**config.mk**
```make
export PLATFORM = sky130hd
export DESIGN_NAME = mem_arbiter_flat
export DESIGN_NICKNAME = d
export VERILOG_FILES = /design/src/rtl/mem_arbiter_if.sv /design/src/rtl/mem_arbiter.sv /design/src/flat_wrapper.sv
export SDC_FILE = /design/constraint.sdc
export NUM_CORES = 1
export LEC_CHECK = 0
export ABC_AREA = 1
export CAP_MARGIN = 20
export CORE_MARGIN = 2
export CORE_UTILIZATION = 40
export DETAILED_ROUTE_END_ITERATION = 12
export GPL_ROUTABILITY_DRIVEN = 0
export PLACE_DENSITY = 0.76
export SKIP_LAST_GASP = 1
export SLEW_MARGIN = 5
export SYNTH_ARGS = -nofsm -noshare
export SYNTH_HDL_FRONTEND = slang
export SYNTH_SLANG_ARGS = --single-unit
```
**constraint.sdc**
```tcl
create_clock -name clk -period 6.59 [get_ports clk]
set_clock_uncertainty 0.1 [all_clocks]
set_input_delay 0.659 -clock clk [delete_from_list [all_inputs] [get_ports clk]]
set_output_delay 0.659 -clock clk [all_outputs]
set_load 0.05 [all_outputs]
```
**src/rtl/mem_arbiter_if.sv**
```systemverilog
// Port bundle for mem_arbiter: fetch port, data port and the memory-side bus.
// slave is the arbiter's view; master is the view of whatever drives requests and models memory.
interface mem_arbiter_if #(
  parameter int DATA_W = 32,
  parameter int ADDR_W = 9
);
  logic              if_req;
  logic [ADDR_W-1:0] if_addr;
  logic              if_gnt;
  logic              if_rvalid;
  logic [DATA_W-1:0] if_rdata;

  logic              d_req;
  logic              d_we;
  logic [ADDR_W-1:0] d_addr;
  logic [DATA_W-1:0] d_wdata;
  logic              d_gnt;
  logic              d_rvalid;
  logic [DATA_W-1:0] d_rdata;

  logic              mem_we;
  logic [ADDR_W-1:0] mem_addr;
  logic [DATA_W-1:0] mem_wdata;
  logic [DATA_W-1:0] mem_rdata;

  modport slave (
    input  if_req, if_addr, d_req, d_we, d_addr, d_wdata, mem_rdata,
    output if_gnt, if_rvalid, if_rdata, d_gnt, d_rvalid, d_rdata,
           mem_we, mem_addr, mem_wdata
  );

  modport master (
    output if_req, if_addr, d_req, d_we, d_addr, d_wdata, mem_rdata,
    input  if_gnt, if_rvalid, if_rdata, d_gnt, d_rvalid, d_rdata,
           mem_we, mem_addr, mem_wdata
  );
endinterface

```
**src/rtl/mem_arbiter.sv**
```systemverilog
// Two-port arbiter/sequencer for a single-port synchronous-read memory.
// Define MEM_ARB_RR_EN for round-robin on contention; otherwise the data port has fixed priority.
module mem_arbiter #(
  parameter int DATA_W = 32,
  parameter int ADDR_W = 9
) (
  input  logic          clk,
  input  logic          rst,
  mem_arbiter_if.slave  bus,
  output logic [1:0]    dbg_state
);

  typedef enum logic [1:0] {
    IDLE  = 2'd0,
    ISSUE = 2'd1,
    WAIT  = 2'd2,
    RESP  = 2'd3
  } state_t;

  state_t            state;
  state_t            state_next;
  logic              grant;
  logic              pick_data;
  logic              data_prio;
  logic              cur_data;
  logic [ADDR_W-1:0] sel_addr;
  logic [DATA_W-1:0] sel_wdata;

  // Handshake: a port holds req (with its command) until it sees a one-cycle gnt;
  // gnt is only given in IDLE, and a read completes later with a one-cycle rvalid.
`ifdef MEM_ARB_RR_EN
  logic last_data;

  always_ff @(posedge clk or posedge rst) begin
    if (rst) begin
      last_data <= 1'b1;
    end else if (grant) begin
      last_data <= pick_data;
    end
  end

  assign data_prio = ~last_data;
`else
  assign data_prio = 1'b1;
`endif

  assign pick_data = bus.d_req && (!bus.if_req || data_prio);
  assign sel_addr  = pick_data ? bus.d_addr : bus.if_addr;
  assign sel_wdata = pick_data ? bus.d_wdata : '0;
  assign dbg_state = state;

  always_comb begin
    state_next = state;
    grant      = 1'b0;
    bus.if_gnt = 1'b0;
    bus.d_gnt  = 1'b0;
    case (state)
      IDLE: begin
        if (!rst && (bus.if_req || bus.d_req)) begin
          grant      = 1'b1;
          bus.d_gnt  = pick_data;
          bus.if_gnt = !pick_data;
          state_next = ISSUE;
        end
      end
      // mem_we is only ever high here for a write, so it doubles as the write flag.
      ISSUE:   state_next = bus.mem_we ? IDLE : WAIT;
      WAIT:    state_next = RESP;
      RESP:    state_next = IDLE;
      default: state_next = IDLE;
    endcase
  end

  always_ff @(posedge clk or posedge rst) begin
    if (rst) begin
      state         <= IDLE;
      cur_data      <= 1'b0;
      bus.mem_we    <= 1'b0;
      bus.mem_addr  <= '0;
      bus.mem_wdata <= '0;
      bus.if_rvalid <= 1'b0;
      bus.d_rvalid  <= 1'b0;
      bus.if_rdata  <= '0;
      bus.d_rdata   <= '0;
    end else begin
      state         <= state_next;
      bus.mem_we    <= grant && pick_data && bus.d_we;
      bus.if_rvalid <= (state == WAIT) && !cur_data;
      bus.d_rvalid  <= (state == WAIT) && cur_data;
      if (grant) begin
        bus.mem_addr  <= sel_addr;
        bus.mem_wdata <= sel_wdata;
        cur_data      <= pick_data;
      end
      if (state == WAIT) begin
        if (cur_data) begin
          bus.d_rdata <= bus.mem_rdata;
        end else begin
          bus.if_rdata <= bus.mem_rdata;
        end
      end
    end
  end

endmodule

```
**src/flat_wrapper.sv**
```systemverilog
// flat-port wrapper written by rule: the top's interface ports become plain ports
module mem_arbiter_flat 
#(
  parameter int DATA_W = 32,
  parameter int ADDR_W = 9
)
  (clk, rst, dbg_state, bus_if_req, bus_if_addr, bus_d_req, bus_d_we, bus_d_addr, bus_d_wdata, bus_mem_rdata, bus_if_gnt, bus_if_rvalid, bus_if_rdata, bus_d_gnt, bus_d_rvalid, bus_d_rdata, bus_mem_we, bus_mem_addr, bus_mem_wdata);
  mem_arbiter_if #(.DATA_W(DATA_W), .ADDR_W(ADDR_W)) bus_i ();
  input  logic clk;
  input  logic rst;
  output logic [1:0] dbg_state;
  input wire logic [$bits(bus_i.if_req)-1:0] bus_if_req;
  input wire logic [$bits(bus_i.if_addr)-1:0] bus_if_addr;
  input wire logic [$bits(bus_i.d_req)-1:0] bus_d_req;
  input wire logic [$bits(bus_i.d_we)-1:0] bus_d_we;
  input wire logic [$bits(bus_i.d_addr)-1:0] bus_d_addr;
  input wire logic [$bits(bus_i.d_wdata)-1:0] bus_d_wdata;
  input wire logic [$bits(bus_i.mem_rdata)-1:0] bus_mem_rdata;
  output wire logic [$bits(bus_i.if_gnt)-1:0] bus_if_gnt;
  output wire logic [$bits(bus_i.if_rvalid)-1:0] bus_if_rvalid;
  output wire logic [$bits(bus_i.if_rdata)-1:0] bus_if_rdata;
  output wire logic [$bits(bus_i.d_gnt)-1:0] bus_d_gnt;
  output wire logic [$bits(bus_i.d_rvalid)-1:0] bus_d_rvalid;
  output wire logic [$bits(bus_i.d_rdata)-1:0] bus_d_rdata;
  output wire logic [$bits(bus_i.mem_we)-1:0] bus_mem_we;
  output wire logic [$bits(bus_i.mem_addr)-1:0] bus_mem_addr;
  output wire logic [$bits(bus_i.mem_wdata)-1:0] bus_mem_wdata;
  assign bus_i.if_req = bus_if_req;
  assign bus_i.if_addr = bus_if_addr;
  assign bus_i.d_req = bus_d_req;
  assign bus_i.d_we = bus_d_we;
  assign bus_i.d_addr = bus_d_addr;
  assign bus_i.d_wdata = bus_d_wdata;
  assign bus_i.mem_rdata = bus_mem_rdata;
  assign bus_if_gnt = bus_i.if_gnt;
  assign bus_if_rvalid = bus_i.if_rvalid;
  assign bus_if_rdata = bus_i.if_rdata;
  assign bus_d_gnt = bus_i.d_gnt;
  assign bus_d_rvalid = bus_i.d_rvalid;
  assign bus_d_rdata = bus_i.d_rdata;
  assign bus_mem_we = bus_i.mem_we;
  assign bus_mem_addr = bus_i.mem_addr;
  assign bus_mem_wdata = bus_i.mem_wdata;
  mem_arbiter #(.DATA_W(DATA_W), .ADDR_W(ADDR_W)) u_core (.clk(clk), .rst(rst), .bus(bus_i), .dbg_state(dbg_state));
endmodule
```
==> key figures <==
Critical path
  • Critical path destination: bus_if_gnt
  • Worst R2R End: u_core.bus.mem_wdata[20]$_DFFE_PP0P_
  • CP Class: register to output pin
  • Number of cells on the worst reg-to-reg path: 4
  • Crit path DAT: 3.63 ns
  • Crit end category: output pin
  • Buffer and inverter count on the worst path: 1
  • CP Depth: 4
  • Cells along the critical path: nor2_4 > nand3_2 > nor2_1 > clkdlybuf4s50_1
  • Worst R2R Setup Slack: ~3.9 ns
  • CP max stage delay: approximately 0.91 ns
  • Data required, critical path: between 5 and 6 ns
  • Top delay family on crit path: simple AND/OR/NAND/NOR gates
  • Crit start category: register
  • Slowest CP cell: nand3_2
  • Crit path max fanout: 44

Hold path
  • HP Class: register to register

Clock tree
  • Post-CTS setup buffer count: 0
  • Worst-skew pair later-pin latency: ~0.34 ns
  • CTS buffer count: 9
  • Clock transition at path regs: 0.07 ns
  • CTS max path bufs: 2
  • Post-CTS sizing: 0
  • Clock tree sinks: 111
  • Post-CTS Hold Fix Bufs: 0
  • CTS H-tree depth: 3
  • CTS tree: yes
  • Root buffer cell: clkbuf_16

Route
  • Drt total wl: between 10 and 15 mm
  • WL/cell: roughly 14 um
  • Met2 wire length: 5.673 mm
  • Number of remaining DRC errors: 0
  • Highest Signal Layer: met4
  • Via count: 4016
  • Mean number of vias per cell: approximately 4.6
  • Met3 wire len: roughly 1.1 mm
  • DRT iter0 DRCs: approximately 290
  • Detailed Routing Iterations Pass 1: 4
  • Antenna Nets Post-Route: 0
  • M1 WL: roughly 5.4 mm

Job
  • Max Cap Viol: 0

Power and ir drop
  • PD cells: between 600 and 700 nW/um^2
  • Max VDD drop: ~0.23 mV
  • Pleak: around 3.6 nW

Global routing
  • Tot GR Track Use: 0.1934
  • Vias in the first global route: approximately 4000
  • First-pass GRT wire length: slightly below 20 mm
  • Initial antenna violation count: 0
  • Grt total ovfl: 0
  • Pin count of the biggest net entering global routing: 83

Layout
  • P&R area growth vs syn: 46.78%
  • Storage cell area: between 2000 and 3000 um^2
  • Fillers: 1041
  • Area of the multi-input gates: 1546 um^2
  • Ant. Diodes: 0
  • Util after Layout: 0.5964
  • Final Cell Area: between 7000 and 8000 um^2
  • Commonest cells after routing, fill and taps aside: 205 x nand2_1, 198 x clkdlybuf4s50_1, 111 x dfrtp_1
  • Layout cells sized above 1: 0.09861
  • Commonest non-fill, non-tap cell in the layout: nand2_1
  • Nets: 802

Logic synthesis
  • Seq cells post-synth: 111
  • Sequential area share after synthesis: 0.5763
  • Area leader, netlist: dfrtp_1
  • Synth area leaders: dfrtp_1 58%, nand2_1 16%, o21ai_2 8.4%
  • Syn_nets: slightly above 600
  • Yosys warns: 0
  • Yosys cell types: 17
  • Post-Synthesis Cells: 530
  • Area share of the largest cell type after synthesis: 0.5763
  • Synthesized area: 4820 um^2
  • Syn_area_per_cell: slightly above 9 um^2

Floorplanning
  • Row cnt: 40
  • Core Region: around 12000 um^2
  • Die width: ~110 um
  • Die area: between 10000 and 15000 um^2
  • Height of the die: ~110 um
  • Io pins: roughly 200
  • Initial Util: 0.4063

Run status
  • Outcome: complete, no violations

Timing
  • Worst slew pin tran: 0.9575 ns
  • Slew Limit Headroom: 0.3602
  • Final setup fails: 0
  • Maximum clock frequency: approximately 230 MHz
  • Max Transition Viols Final: 0
  • Setup TNS: 0 ns
  • Final period utilization: 0.6654
  • Final Hold Fails: 0
  • Final min period: approximately 4.4 ns
  • Hold slack: 0.3738 ns
  • RSZ-0062 raised after global routing: no

Place
  • Post-DP HPWL: just under 9 mm
  • IO Port Bufs: roughly 200
  • Cell Area, Placed: about 6800 um^2
## cell usage after synthesis
master / n
nand2_1: 205
dfrtp_1: 111
inv_1: 67
o21ai_2: 46
nand3_1: 41
buf_6: 15
buf_2: 11
o21ai_0: 9
o21ai_1: 9
nor2_1: 7
nand3_2: 3
buf_4: 1
clkbuf_1: 1
clkbuf_2: 1
inv_2: 1
nand2_4: 1
nor2_4: 1
## state kept, by name (all words and copies together), names as in the netlist, named ones only
signal and count:
u_core.bus.if_rvalid 1, u_core.bus.if_rdata 32, u_core.bus.mem_we 1, u_core.dbg_state 1
u_core.bus.mem_addr 9, u_core.cur_data 1, u_core.bus.mem_wdata 32, u_core.bus.d_rdata 32
u_core.bus.d_rvalid 1
## where the power goes
group	internal, mW	leakage [nW]	switching (mW)	total, mW
sequential	1.02	1.39	0.199	1.21
combinational	0.804	2.07	1.76	2.56
clock	0.267	0.134	0.231	0.497
## area by class of cell
cell class | count | area share
Clock buffer | 13 | 0.03537
Clock inverter | 3 | 0.002653
Inverter | 68 | 0.03643
Multi-Input combinational cell | 322 | 0.2186
Sequential cell | 111 | 0.3926
Tap cell | 147 | 0.02600
Timing Repair Buffer | 203 | 0.2883
## stage by stage
| step | power [mW] | std cells | setup WS (ns) |
|---|---|---|---|
| detailed placement | 3.795 | 850 | 2.357 |
| CTS | 4.301 | 866 | 2.197 |
| global placement | 3.747 | 850 | 2.379 |
| global route | 4.493 | 867 | 1.860 |
| floorplan | 2.976 | 530 | 1.525 |
| finish | 4.274 | 867 | 2.205 |
## logic make-up after synthesis
logic type | Yosys count | synth area share
AO/OA/AOI/OAI | 64 | 0.1023
buffers and inverters | 97 | 0.1028
flip-flops | 111 | 0.5763
AND/OR/NAND/NOR | 258 | 0.2186
## metal layers
layer,track usage,vias to the layer above
met5,0,-
met4,0.05041,0
met3,0.05632,10
met2,0.3082,181
met1,0.2616,1833
li1,-,1992
## worst min path at each step
stage                                          from                                   end  slack (ns)  cells past startpoint
2_1_floorplan           u_core.cur_data$_DFFE_PP0P_           u_core.cur_data$_DFFE_PP0P_        0.38                      2
3_3_place_gp   u_core.bus.mem_wdata[26]$_DFFE_PP0P_  u_core.bus.mem_wdata[26]$_DFFE_PP0P_        0.36                      2
3_5_place_dp    u_core.bus.mem_wdata[7]$_DFFE_PP0P_   u_core.bus.mem_wdata[7]$_DFFE_PP0P_        0.36                      2
4_1_cts         u_core.bus.mem_wdata[7]$_DFFE_PP0P_   u_core.bus.mem_wdata[7]$_DFFE_PP0P_        0.38                      2
5_1_grt          u_core.bus.d_rdata[24]$_DFFE_PP0P_    u_core.bus.d_rdata[24]$_DFFE_PP0P_        0.40                      2
6_report        u_core.bus.mem_wdata[7]$_DFFE_PP0P_   u_core.bus.mem_wdata[7]$_DFFE_PP0P_        0.37                      2
## worst register-to-register path, delay by kind of cell, from the launching register on
family / cells / cell delay [ns]
DFF: 1 / 0.47
and+or+nand+nor: 4 / 2.06
No activity file was read; power rests on OpenSTA's default activity.
